[config.mk]
export PLATFORM = sky130hd
export DESIGN_NAME = config_write_sequencer_flat
export DESIGN_NICKNAME = d
export VERILOG_FILES = /design/src/rtl/config_write_sequencer_if.sv /design/src/rtl/config_write_sequencer.sv /design/src/flat_wrapper.sv
export SDC_FILE = /design/constraint.sdc
export NUM_CORES = 1
export LEC_CHECK = 0
export ABC_AREA = 1
export CAP_MARGIN = 0
export CORE_ASPECT_RATIO = 0.7
export CORE_UTILIZATION = 30
export CTS_CLUSTER_DIAMETER = 60
export DETAILED_ROUTE_END_ITERATION = 7
export DONT_BUFFER_PORTS = 1
export SYNTH_ARGS = -nofsm -noshare
export SYNTH_HDL_FRONTEND = slang
export SYNTH_SLANG_ARGS = --single-unit
[constraint.sdc]
create_clock -name i_clk -period 1.85 [get_ports i_clk]
set_input_delay 0.37 -clock i_clk [delete_from_list [all_inputs] [get_ports i_clk]]
set_output_delay 0.37 -clock i_clk [all_outputs]
set_load 0.02 [all_outputs]
[src/rtl/config_write_sequencer_if.sv]
// Requester and configuration-register write bus bundle for config_write_sequencer.
// The master modport is the requester side; the slave modport is the sequencer.
interface config_write_sequencer_if;
    logic        req_a;
    logic [1:0]  addr_a;
    logic [15:0] data_a;
    logic        ack_a;
    logic        err_a;
    logic        req_b;
    logic [1:0]  addr_b;
    logic [15:0] data_b;
    logic        ack_b;
    logic        err_b;
    logic        wren;
    logic [1:0]  abus;
    logic [15:0] dbus;
    logic        locked;
    logic        busy;

    modport master (
        output req_a, addr_a, data_a, req_b, addr_b, data_b,
        input  ack_a, err_a, ack_b, err_b, wren, abus, dbus, locked, busy
    );

    modport slave (
        input  req_a, addr_a, data_a, req_b, addr_b, data_b,
        output ack_a, err_a, ack_b, err_b, wren, abus, dbus, locked, busy
    );
endinterface

[src/rtl/config_write_sequencer.sv]
// Sole writer of the watchdog configuration register: boot defaults, then
// round-robin single-word writes from two requesters with an INIT safety lock.
//   state    | meaning
//   ST_BOOT  | emitting the four default writes, then settling the lock
//   ST_IDLE  | waiting for an eligible requester (decision edge)
//   ST_ISSUE | one-cycle write or rejection currently on the outputs
module config_write_sequencer #(
    parameter logic [15:0] FWLEN_DEF   = 16'd100,
    parameter logic [15:0] SWLEN_DEF   = 16'd50,
    parameter logic [15:0] RST_LMT_DEF = 16'd3,
    parameter logic [15:0] SERVICE_DEF = 16'h0000
) (
    input logic                     i_clk,
    input logic                     i_rst,
    config_write_sequencer_if.slave if_cfg
);
    typedef enum logic [1:0] {ST_BOOT, ST_IDLE, ST_ISSUE} state_t;

    state_t      r_state;
    logic [2:0]  r_boot_idx;
    logic        r_ptr_b;
    logic        r_armed_a;
    logic        r_armed_b;
    logic        r_lock_pend;
    logic        r_wren;
    logic [1:0]  r_abus;
    logic [15:0] r_dbus;
    logic        r_ack_a;
    logic        r_err_a;
    logic        r_ack_b;
    logic        r_err_b;
    logic        r_locked;
    logic        r_busy;

    logic        w_elig_a;
    logic        w_elig_b;
    logic        w_grant_b;
    logic [1:0]  w_sel_addr;
    logic [15:0] w_sel_data;
    logic [15:0] w_wdata;
    logic        w_allow;
    logic [1:0]  w_boot_addr;
    logic [15:0] w_boot_data;

    always_comb begin
        w_boot_addr = 2'b10;
        w_boot_data = SERVICE_DEF;
        case (r_boot_idx[1:0])
            2'd0: begin w_boot_addr = 2'b00; w_boot_data = FWLEN_DEF;   end
            2'd1: begin w_boot_addr = 2'b01; w_boot_data = SWLEN_DEF;   end
            2'd2: begin w_boot_addr = 2'b11; w_boot_data = RST_LMT_DEF; end
            default: begin w_boot_addr = 2'b10; w_boot_data = SERVICE_DEF; end
        endcase
    end

    assign w_elig_a   = if_cfg.req_a && r_armed_a;
    assign w_elig_b   = if_cfg.req_b && r_armed_b;
    assign w_grant_b  = w_elig_b && (!w_elig_a || r_ptr_b);
    assign w_sel_addr = w_grant_b ? if_cfg.addr_b : if_cfg.addr_a;
    assign w_sel_data = w_grant_b ? if_cfg.data_b : if_cfg.data_a;
    // Once locked, only the service word may be written and INIT stays set.
    assign w_allow    = !r_locked || (w_sel_addr == 2'b10);
    assign w_wdata    = r_locked ? (w_sel_data | 16'h0008) : w_sel_data;

    always_ff @(posedge i_clk) begin
        if (i_rst) begin
            r_state     <= ST_BOOT;
            r_boot_idx  <= 3'd0;
            r_ptr_b     <= 1'b0;
            r_armed_a   <= 1'b1;
            r_armed_b   <= 1'b1;
            r_lock_pend <= 1'b0;
            r_wren      <= 1'b0;
            r_abus      <= 2'b00;
            r_dbus      <= 16'h0000;
            r_ack_a     <= 1'b0;
            r_err_a     <= 1'b0;
            r_ack_b     <= 1'b0;
            r_err_b     <= 1'b0;
            r_locked    <= 1'b0;
            r_busy      <= 1'b0;
        end else begin
            if (r_ack_a || r_err_a) r_armed_a <= 1'b0;
            if (!if_cfg.req_a)      r_armed_a <= 1'b1;
            if (r_ack_b || r_err_b) r_armed_b <= 1'b0;
            if (!if_cfg.req_b)      r_armed_b <= 1'b1;

            case (r_state)
                ST_BOOT: begin
                    if (r_boot_idx == 3'd4) begin
                        r_wren   <= 1'b0;
                        r_busy   <= 1'b0;
                        r_locked <= SERVICE_DEF[3];
                        r_state  <= ST_IDLE;
                    end else begin
                        r_wren     <= 1'b1;
                        r_busy     <= 1'b1;
                        r_abus     <= w_boot_addr;
                        r_dbus     <= w_boot_data;
                        r_boot_idx <= r_boot_idx + 3'd1;
                    end
                end
                ST_IDLE: begin
                    if (w_elig_a || w_elig_b) begin
                        r_state <= ST_ISSUE;
                        r_busy  <= 1'b1;
                        r_ptr_b <= !w_grant_b;
                        if (w_allow) begin
                            r_wren      <= 1'b1;
                            r_abus      <= w_sel_addr;
                            r_dbus      <= w_wdata;
                            r_ack_a     <= !w_grant_b;
                            r_ack_b     <= w_grant_b;
                            r_lock_pend <= (w_sel_addr == 2'b10) && w_wdata[3];
                        end else begin
                            r_err_a     <= !w_grant_b;
                            r_err_b     <= w_grant_b;
                            r_lock_pend <= 1'b0;
                        end
                    end
                end
                ST_ISSUE: begin
                    r_wren      <= 1'b0;
                    r_busy      <= 1'b0;
                    r_ack_a     <= 1'b0;
                    r_err_a     <= 1'b0;
                    r_ack_b     <= 1'b0;
                    r_err_b     <= 1'b0;
                    r_locked    <= r_locked || r_lock_pend;
                    r_lock_pend <= 1'b0;
                    r_state     <= ST_IDLE;
                end
                default: r_state <= ST_BOOT;
            endcase
        end
    end

    assign if_cfg.wren   = r_wren;
    assign if_cfg.abus   = r_abus;
    assign if_cfg.dbus   = r_dbus;
    assign if_cfg.ack_a  = r_ack_a;
    assign if_cfg.err_a  = r_err_a;
    assign if_cfg.ack_b  = r_ack_b;
    assign if_cfg.err_b  = r_err_b;
    assign if_cfg.locked = r_locked;
    assign if_cfg.busy   = r_busy;
endmodule

[src/flat_wrapper.sv]
// flat-port wrapper written by rule: the top's interface ports become plain ports
module config_write_sequencer_flat 
#(
    parameter logic [15:0] FWLEN_DEF   = 16'd100,
    parameter logic [15:0] SWLEN_DEF   = 16'd50,
    parameter logic [15:0] RST_LMT_DEF = 16'd3,
    parameter logic [15:0] SERVICE_DEF = 16'h0000
)
  (i_clk, i_rst, if_cfg_req_a, if_cfg_addr_a, if_cfg_data_a, if_cfg_req_b, if_cfg_addr_b, if_cfg_data_b, if_cfg_ack_a, if_cfg_err_a, if_cfg_ack_b, if_cfg_err_b, if_cfg_wren, if_cfg_abus, if_cfg_dbus, if_cfg_locked, if_cfg_busy);
  config_write_sequencer_if if_cfg_i ();
  input logic i_clk;
  input logic i_rst;
  input wire logic [$bits(if_cfg_i.req_a)-1:0] if_cfg_req_a;
  input wire logic [$bits(if_cfg_i.addr_a)-1:0] if_cfg_addr_a;
  input wire logic [$bits(if_cfg_i.data_a)-1:0] if_cfg_data_a;
  input wire logic [$bits(if_cfg_i.req_b)-1:0] if_cfg_req_b;
  input wire logic [$bits(if_cfg_i.addr_b)-1:0] if_cfg_addr_b;
  input wire logic [$bits(if_cfg_i.data_b)-1:0] if_cfg_data_b;
  output wire logic [$bits(if_cfg_i.ack_a)-1:0] if_cfg_ack_a;
  output wire logic [$bits(if_cfg_i.err_a)-1:0] if_cfg_err_a;
  output wire logic [$bits(if_cfg_i.ack_b)-1:0] if_cfg_ack_b;
  output wire logic [$bits(if_cfg_i.err_b)-1:0] if_cfg_err_b;
  output wire logic [$bits(if_cfg_i.wren)-1:0] if_cfg_wren;
  output wire logic [$bits(if_cfg_i.abus)-1:0] if_cfg_abus;
  output wire logic [$bits(if_cfg_i.dbus)-1:0] if_cfg_dbus;
  output wire logic [$bits(if_cfg_i.locked)-1:0] if_cfg_locked;
  output wire logic [$bits(if_cfg_i.busy)-1:0] if_cfg_busy;
  assign if_cfg_i.req_a = if_cfg_req_a;
  assign if_cfg_i.addr_a = if_cfg_addr_a;
  assign if_cfg_i.data_a = if_cfg_data_a;
  assign if_cfg_i.req_b = if_cfg_req_b;
  assign if_cfg_i.addr_b = if_cfg_addr_b;
  assign if_cfg_i.data_b = if_cfg_data_b;
  assign if_cfg_ack_a = if_cfg_i.ack_a;
  assign if_cfg_err_a = if_cfg_i.err_a;
  assign if_cfg_ack_b = if_cfg_i.ack_b;
  assign if_cfg_err_b = if_cfg_i.err_b;
  assign if_cfg_wren = if_cfg_i.wren;
  assign if_cfg_abus = if_cfg_i.abus;
  assign if_cfg_dbus = if_cfg_i.dbus;
  assign if_cfg_locked = if_cfg_i.locked;
  assign if_cfg_busy = if_cfg_i.busy;
  config_write_sequencer #(.FWLEN_DEF(FWLEN_DEF), .SWLEN_DEF(SWLEN_DEF), .RST_LMT_DEF(RST_LMT_DEF), .SERVICE_DEF(SERVICE_DEF)) u_core (.i_clk(i_clk), .i_rst(i_rst), .if_cfg(if_cfg_i));
endmodule
# Word-level counts from Yosys, hierarchy flattened
# Cells that the tools add are included.
[classes]
eq_ne = 11
mux = 39
bitwise = 3
n_reduce_logical = 31
add_sub_neg = 1
[ops]
columns = ["cell", "count"]
rows = [
  ["2-to-1 mux 16 bit", 4],
  ["one-hot mux 16 bit (2 select lines)", 1],
  ["one-hot mux 7 bit (3 select lines)", 1],
  ["2-to-1 mux 1 bit", 15],
  ["2-to-1 mux 2 bit", 6],
  ["one-hot mux 1 bit (2 select lines)", 6],
  ["one-hot mux 2 bit (3 select lines)", 2],
  ["AND reduction 2 bit", 6],
  ["AND reduction 3 bit", 3],
  ["== test 2 bit, second input constant", 3],
  ["logical OR 1 bit", 6],
  ["inequality test 2 x 1 -> 1 bit, second input constant", 3],
  ["one-hot mux 1 bit (3 select lines)", 2],
  ["nonzero test 2 bit", 3],
  ["== test 2 x 1 -> 1 bit, second input constant", 2],
  ["logical AND 1 bit", 4],
  ["zero test 2 bit", 2],
  ["2-to-1 mux 4 bit", 1],
  ["inequality test 2 bit, second input constant", 2],
  ["one-hot mux 2 bit (2 select lines)", 1],
  ["AND reduction 4 bit", 1],
  ["OR reduction 2 bit", 2],
  ["adder 3 x 1 -> 3 bit, second input constant", 1],
  ["== test 3 bit, second input constant", 1],
  ["3 further kinds", 7],
]
[totals]
input_bits = 40
output_inout_bits = 25
reg_bits = 34
wordCells = 100

# Longest topological paths before layout
[logic_depth]
depth_word = 10
depth_mapped = 12
ltp_nobuf = 11

# Least setup slack after synthesis
# Ideal clock, no wire load.
[synth_path]
path_kind = "reg-to-reg"
startpoint = "reg u_core.r_boot_idx[0]"
endpoint = "reg u_core.r_dbus[10], in the netlist u_core.if_cfg.dbus[10]"
t_required_ps = 1735
period_less_slack_ps = 1549
path_slack_ps = 301
path_stages_with_launch = 12
arrival_ps = 1434
path_buffers = 1
setup_ps = 115
path_cell_list = "dfxtp_1 > inv_1 > ha_1 > nand2_1 > nand2_1 > o21ai_1 > nand2_1 > inv_1 > buf_2 > nand3_1 > nand2_1 > nor2_1"
[synth_via]
elab_chain_len = 3
[synth_lines]
columns = ["element", "line_no", "source"]
rows = [
  ["from (decl)", "config_write_sequencer.sv:20", "logic [2:0] r_boot_idx;"],
  ["from (signal assigned)", "config_write_sequencer.sv:100", "r_boot_idx <= r_boot_idx + 3'd1;"],
  ["== test 3 bit", "config_write_sequencer.sv:90", "if (r_boot_idx == 3'd4) begin"],
  ["inequality test 2 bit (no line)", "n/a", ""],
  ["AND reduction 4 bit (no line)", "n/a", ""],
  ["to (signal assigned)", "config_write_sequencer.sv:99", "r_dbus <= w_boot_data;"],
  ["to (signal assigned)", "config_write_sequencer.sv:111", "r_dbus <= w_wdata;"],
  ["to (decl)", "config_write_sequencer.sv:27", "logic [15:0] r_dbus;"],
]
# Every way passes these cells.
# A chain may end at the register's enable or synchronous reset.

# Worst setup path in the final report
[layout_path]
startpoint = "reg u_core.r_state[0]"
endpoint = "reg u_core.r_locked, in the netlist u_core.if_cfg.locked"
[layout_via]
elab_chain_len = 3
word_cells_on_any_way = 6
cone_classes = "eq/ne: 2; mux: 1; reduce/logical: 3"
[layout_lines]
columns = ["element", "line_no", "source"]
rows = [
  ["from (decl)", "config_write_sequencer.sv:19", "state_t r_state;"],
  ["from (signal assigned)", "config_write_sequencer.sv:67", "r_state <= ST_BOOT;"],
  ["from (signal assigned)", "config_write_sequencer.sv:94", "r_state <= ST_IDLE;"],
  ["from (signal assigned)", "config_write_sequencer.sv:105", "r_state <= ST_ISSUE;"],
  ["zero test 2 bit or == test 2 bit (tied branches)", "config_write_sequencer.sv:88", "case (r_state)"],
  ["inequality test 2 x 1 -> 1 bit (no line) or nonzero test 2 bit (tied branches)", "n/a", ""],
  ["AND reduction 2 bit (no line)", "n/a", ""],
  ["to (signal assigned)", "config_write_sequencer.sv:93", "r_locked <= SERVICE_DEF[3];"],
  ["to (signal assigned)", "config_write_sequencer.sv:129", "r_locked <= r_locked || r_lock_pend;"],
  ["to (decl)", "config_write_sequencer.sv:32", "logic r_locked;"],
]
# Parallel ways exist; a longest one is shown, timed or not.

==> out/metrics.cfg <==
[setup_path]
startpoint_type = flip-flop
path_class = flip-flop to flip-flop
cp.required_ns = 2.03
crit_fanout = 6
reg2reg_depth = 5
arrival_ns = 1.83
worstSetupEndpointType = flip-flop

[floorplanning]
dieArea_um2 = 6950
die_y_um = 70.0
rows = 24
core_um2 = 6310
dieWidth_um = 99.2
initial_core_util = 0.314
ios = 65

[yosys]
synth-seq-cells = 34
syn_area_um2 = 1980
yosys.cell_types.count = 28
synth_seq_area_share = 0.343
syn-num-nets = 357
syn-mean-instance-area_um2 = 6.42
yosys_warnings = 0
netlist_instances = 309

[placed_design]
hpwl_um = 3850
io_buffers = 0
gp_congestion = 0.880

[global_routing]
antenna_found_initial = 0
grt_pass1_wl_um = 8260
grt_pass1_vias = 1734
grt-ovfl-total = 0
grt_usage = 0.151
grt_start_max_net_pins = 22

[sta]
period_minus_slack_ns = 1.65
clock_skew_ns = 0.00697
finalMaxSlewViolations = 0
fin_tns_setup_ns = 0
worstMarginPinSlew_ns = 0.527
rsz0062_at_grt = no
hold_violations = 0
slew_headroom = 0.645
fmaxAchievable_mhz = 608
finalSetupViolCount = 0
period_share = 0.889

[power_and_ir_drop]
p_leak_nw = 1.07
report.power.total_mw = 3.88
p_per_area_nw_per_um2 = 1760
irDropWorstVdd_uv = 631

[clock_tree]
cts.sinks = 34
worstSkewPairLatency_ns = 0.29
hold_buffers = 0
tritoncts = yes
clk_pin_slew_ns = 0.07
clockBufferDepth = 2
h-tree-depth = 2
cts_root_buf = clkbuf_8
numCtsBuffers = 5

[route]
drt_iter0_drc = 91
first_pass_iters = 4
drc_errors = 0
wl_per_cell_um = 12.9
vias = 1875
viasPerCell = 4.78
antenna_left = 0
drt_wl_total_um = 5050

[cells_and_area]
area_delta_synth_final_pct = 11.1
diodes = 0
drive_gt1_frac = 0.0987
nets = 361

[min_path]
hold_path_class = input pin to flip-flop
hold_path_depth = 1

[flow_run]
cap_violations = 0

[outcome]
status = complete, no violations

synth_stat cells (all sizes together):
| master | number | area (um^2) |
|---|---|---|
| a21oi | 34 | 170 |
| a31oi | 1 | 6.26 |
| buf | 11 | 75.1 |
| clkbuf | 2 | 7.51 |
| clkinv | 1 | 3.75 |
| dfxtp | 34 | 681 |
| ha | 8 | 100 |
| inv | 39 | 146 |
| nand2 | 81 | 327 |
| nand3 | 24 | 138 |
| nand3b | 3 | 22.5 |
| nand4 | 2 | 12.5 |
| nor2 | 53 | 199 |
| nor3 | 1 | 5.00 |
| o21a | 1 | 7.51 |
| o21ai | 10 | 50.0 |
| o221a | 1 | 11.3 |
| or2 | 2 | 12.5 |
| xnor2 | 1 | 8.76 |
per-layer routing:
layer	wire length (um)	global-route usage	vias to the layer above	part of all wire
li1	-	-	974	-
met1	2520	0.213	826	0.50
met2	1960	0.203	65	0.39
met3	488	0.0671	10	0.097
met4	82	0.0523	0	0.016
met5	0	0	-	0
path summary, 6_finish.rpt:
check / slack, ns / endpoint / startpoint
setup / recovery: 0.20 / u_core.if_cfg.locked$_SDFFE_PP0P_ / u_core.r_state[0]$_SDFFE_PP0P_
hold / removal: 0.14 / u_core.if_cfg.err_a$_SDFFE_PP0P_ / i_rst
setup reg to reg: 0.20 / u_core.if_cfg.locked$_SDFFE_PP0P_ / u_core.r_state[0]$_SDFFE_PP0P_
hold reg to reg: 0.46 / u_core.r_armed_b$_SDFFE_PP1P_ / u_core.r_armed_b$_SDFFE_PP1P_
cells in the final DEF (no fill, tap or decap), types with 2 or more instances in the layout:
| master | synthesis | final |
|---|---|---|
| nand2_2 | 3 | 3 |
| inv_2 | 3 | 4 |
| buf_4 | 3 | 7 |
| nand4_1 | 2 | 2 |
| nand2_4 | 2 | 2 |
| buf_12 | 0 | 3 |
| dfxtp_1 | 34 | 33 |
| nand3b_1 | 3 | 3 |
| ha_1 | 8 | 8 |
| o21ai_0 | 9 | 9 |
| clkbuf_8 | 0 | 6 |
| nand3_1 | 22 | 22 |
| nor2_1 | 53 | 53 |
| a21oi_1 | 34 | 34 |
| nand2_1 | 76 | 76 |
| inv_1 | 36 | 35 |
power breakdown:
part | leakage [nW] | switching (mW) | internal, mW
Combinational | 0.740 | 1.11 | 0.763
Clock | 0.0482 | 0.280 | 0.300
Sequential | 0.279 | 0.432 | 0.995
metrics by stage:
step	hold WS [ns]	area (um^2)	instances	utilization	setup slack, ns
after floorplan	0.429	1980	309	-	0.301
final	0.140	2200	392	0.349	0.204
after CTS	0.138	2190	392	0.347	0.103
after global placement	0.440	2100	384	0.333	0.138
after global routing	0.132	2200	392	0.349	0.0406
after detailed placement	0.444	2100	384	0.333	0.121
timing repair:
action,in CTS,in global routing
gates resized for setup,0,5
setup endpoints to repair,0,10
buffers inserted,0,0
sequential cells by signal, indices dropped and copies added (netlist names), 2 cells and up:
register	flops
u_core.r_boot_idx	3
u_core.if_cfg.dbus	16
u_core.r_state	2
u_core.if_cfg.abus	2
cells by family (layout without fill, tap and decap cells):
kind of cell / after synthesis / after routing / synth area share
buf+inv: 53 / 58 / 0.117
xor+xnor: 1 / 1 / 0.00442
fa+ha+maj: 8 / 8 / 0.0505
simple gates: 166 / 166 / 0.361
flops: 34 / 34 / 0.343
compound gates: 47 / 47 / 0.124
layout make-up:
class | instances | area [um^2]
clock inverter | 1 | 5.00
sequential | 34 | 682
clock buffer | 7 | 86.3
multi-input combinational | 222 | 1070
timing repair buffer | 10 | 113
inverter | 40 | 150
tap | 78 | 97.6
fill | 701 | 4100
critical path, cell delays in order (launching register included):
cell and delay (ns):
dfxtp_1 0.39, inv_1 0.08, ha_1 0.28, o21ai_0 0.44, nor2_1 0.10, o221a_2 0.25
No activity file was read; power rests on OpenSTA's default activity.
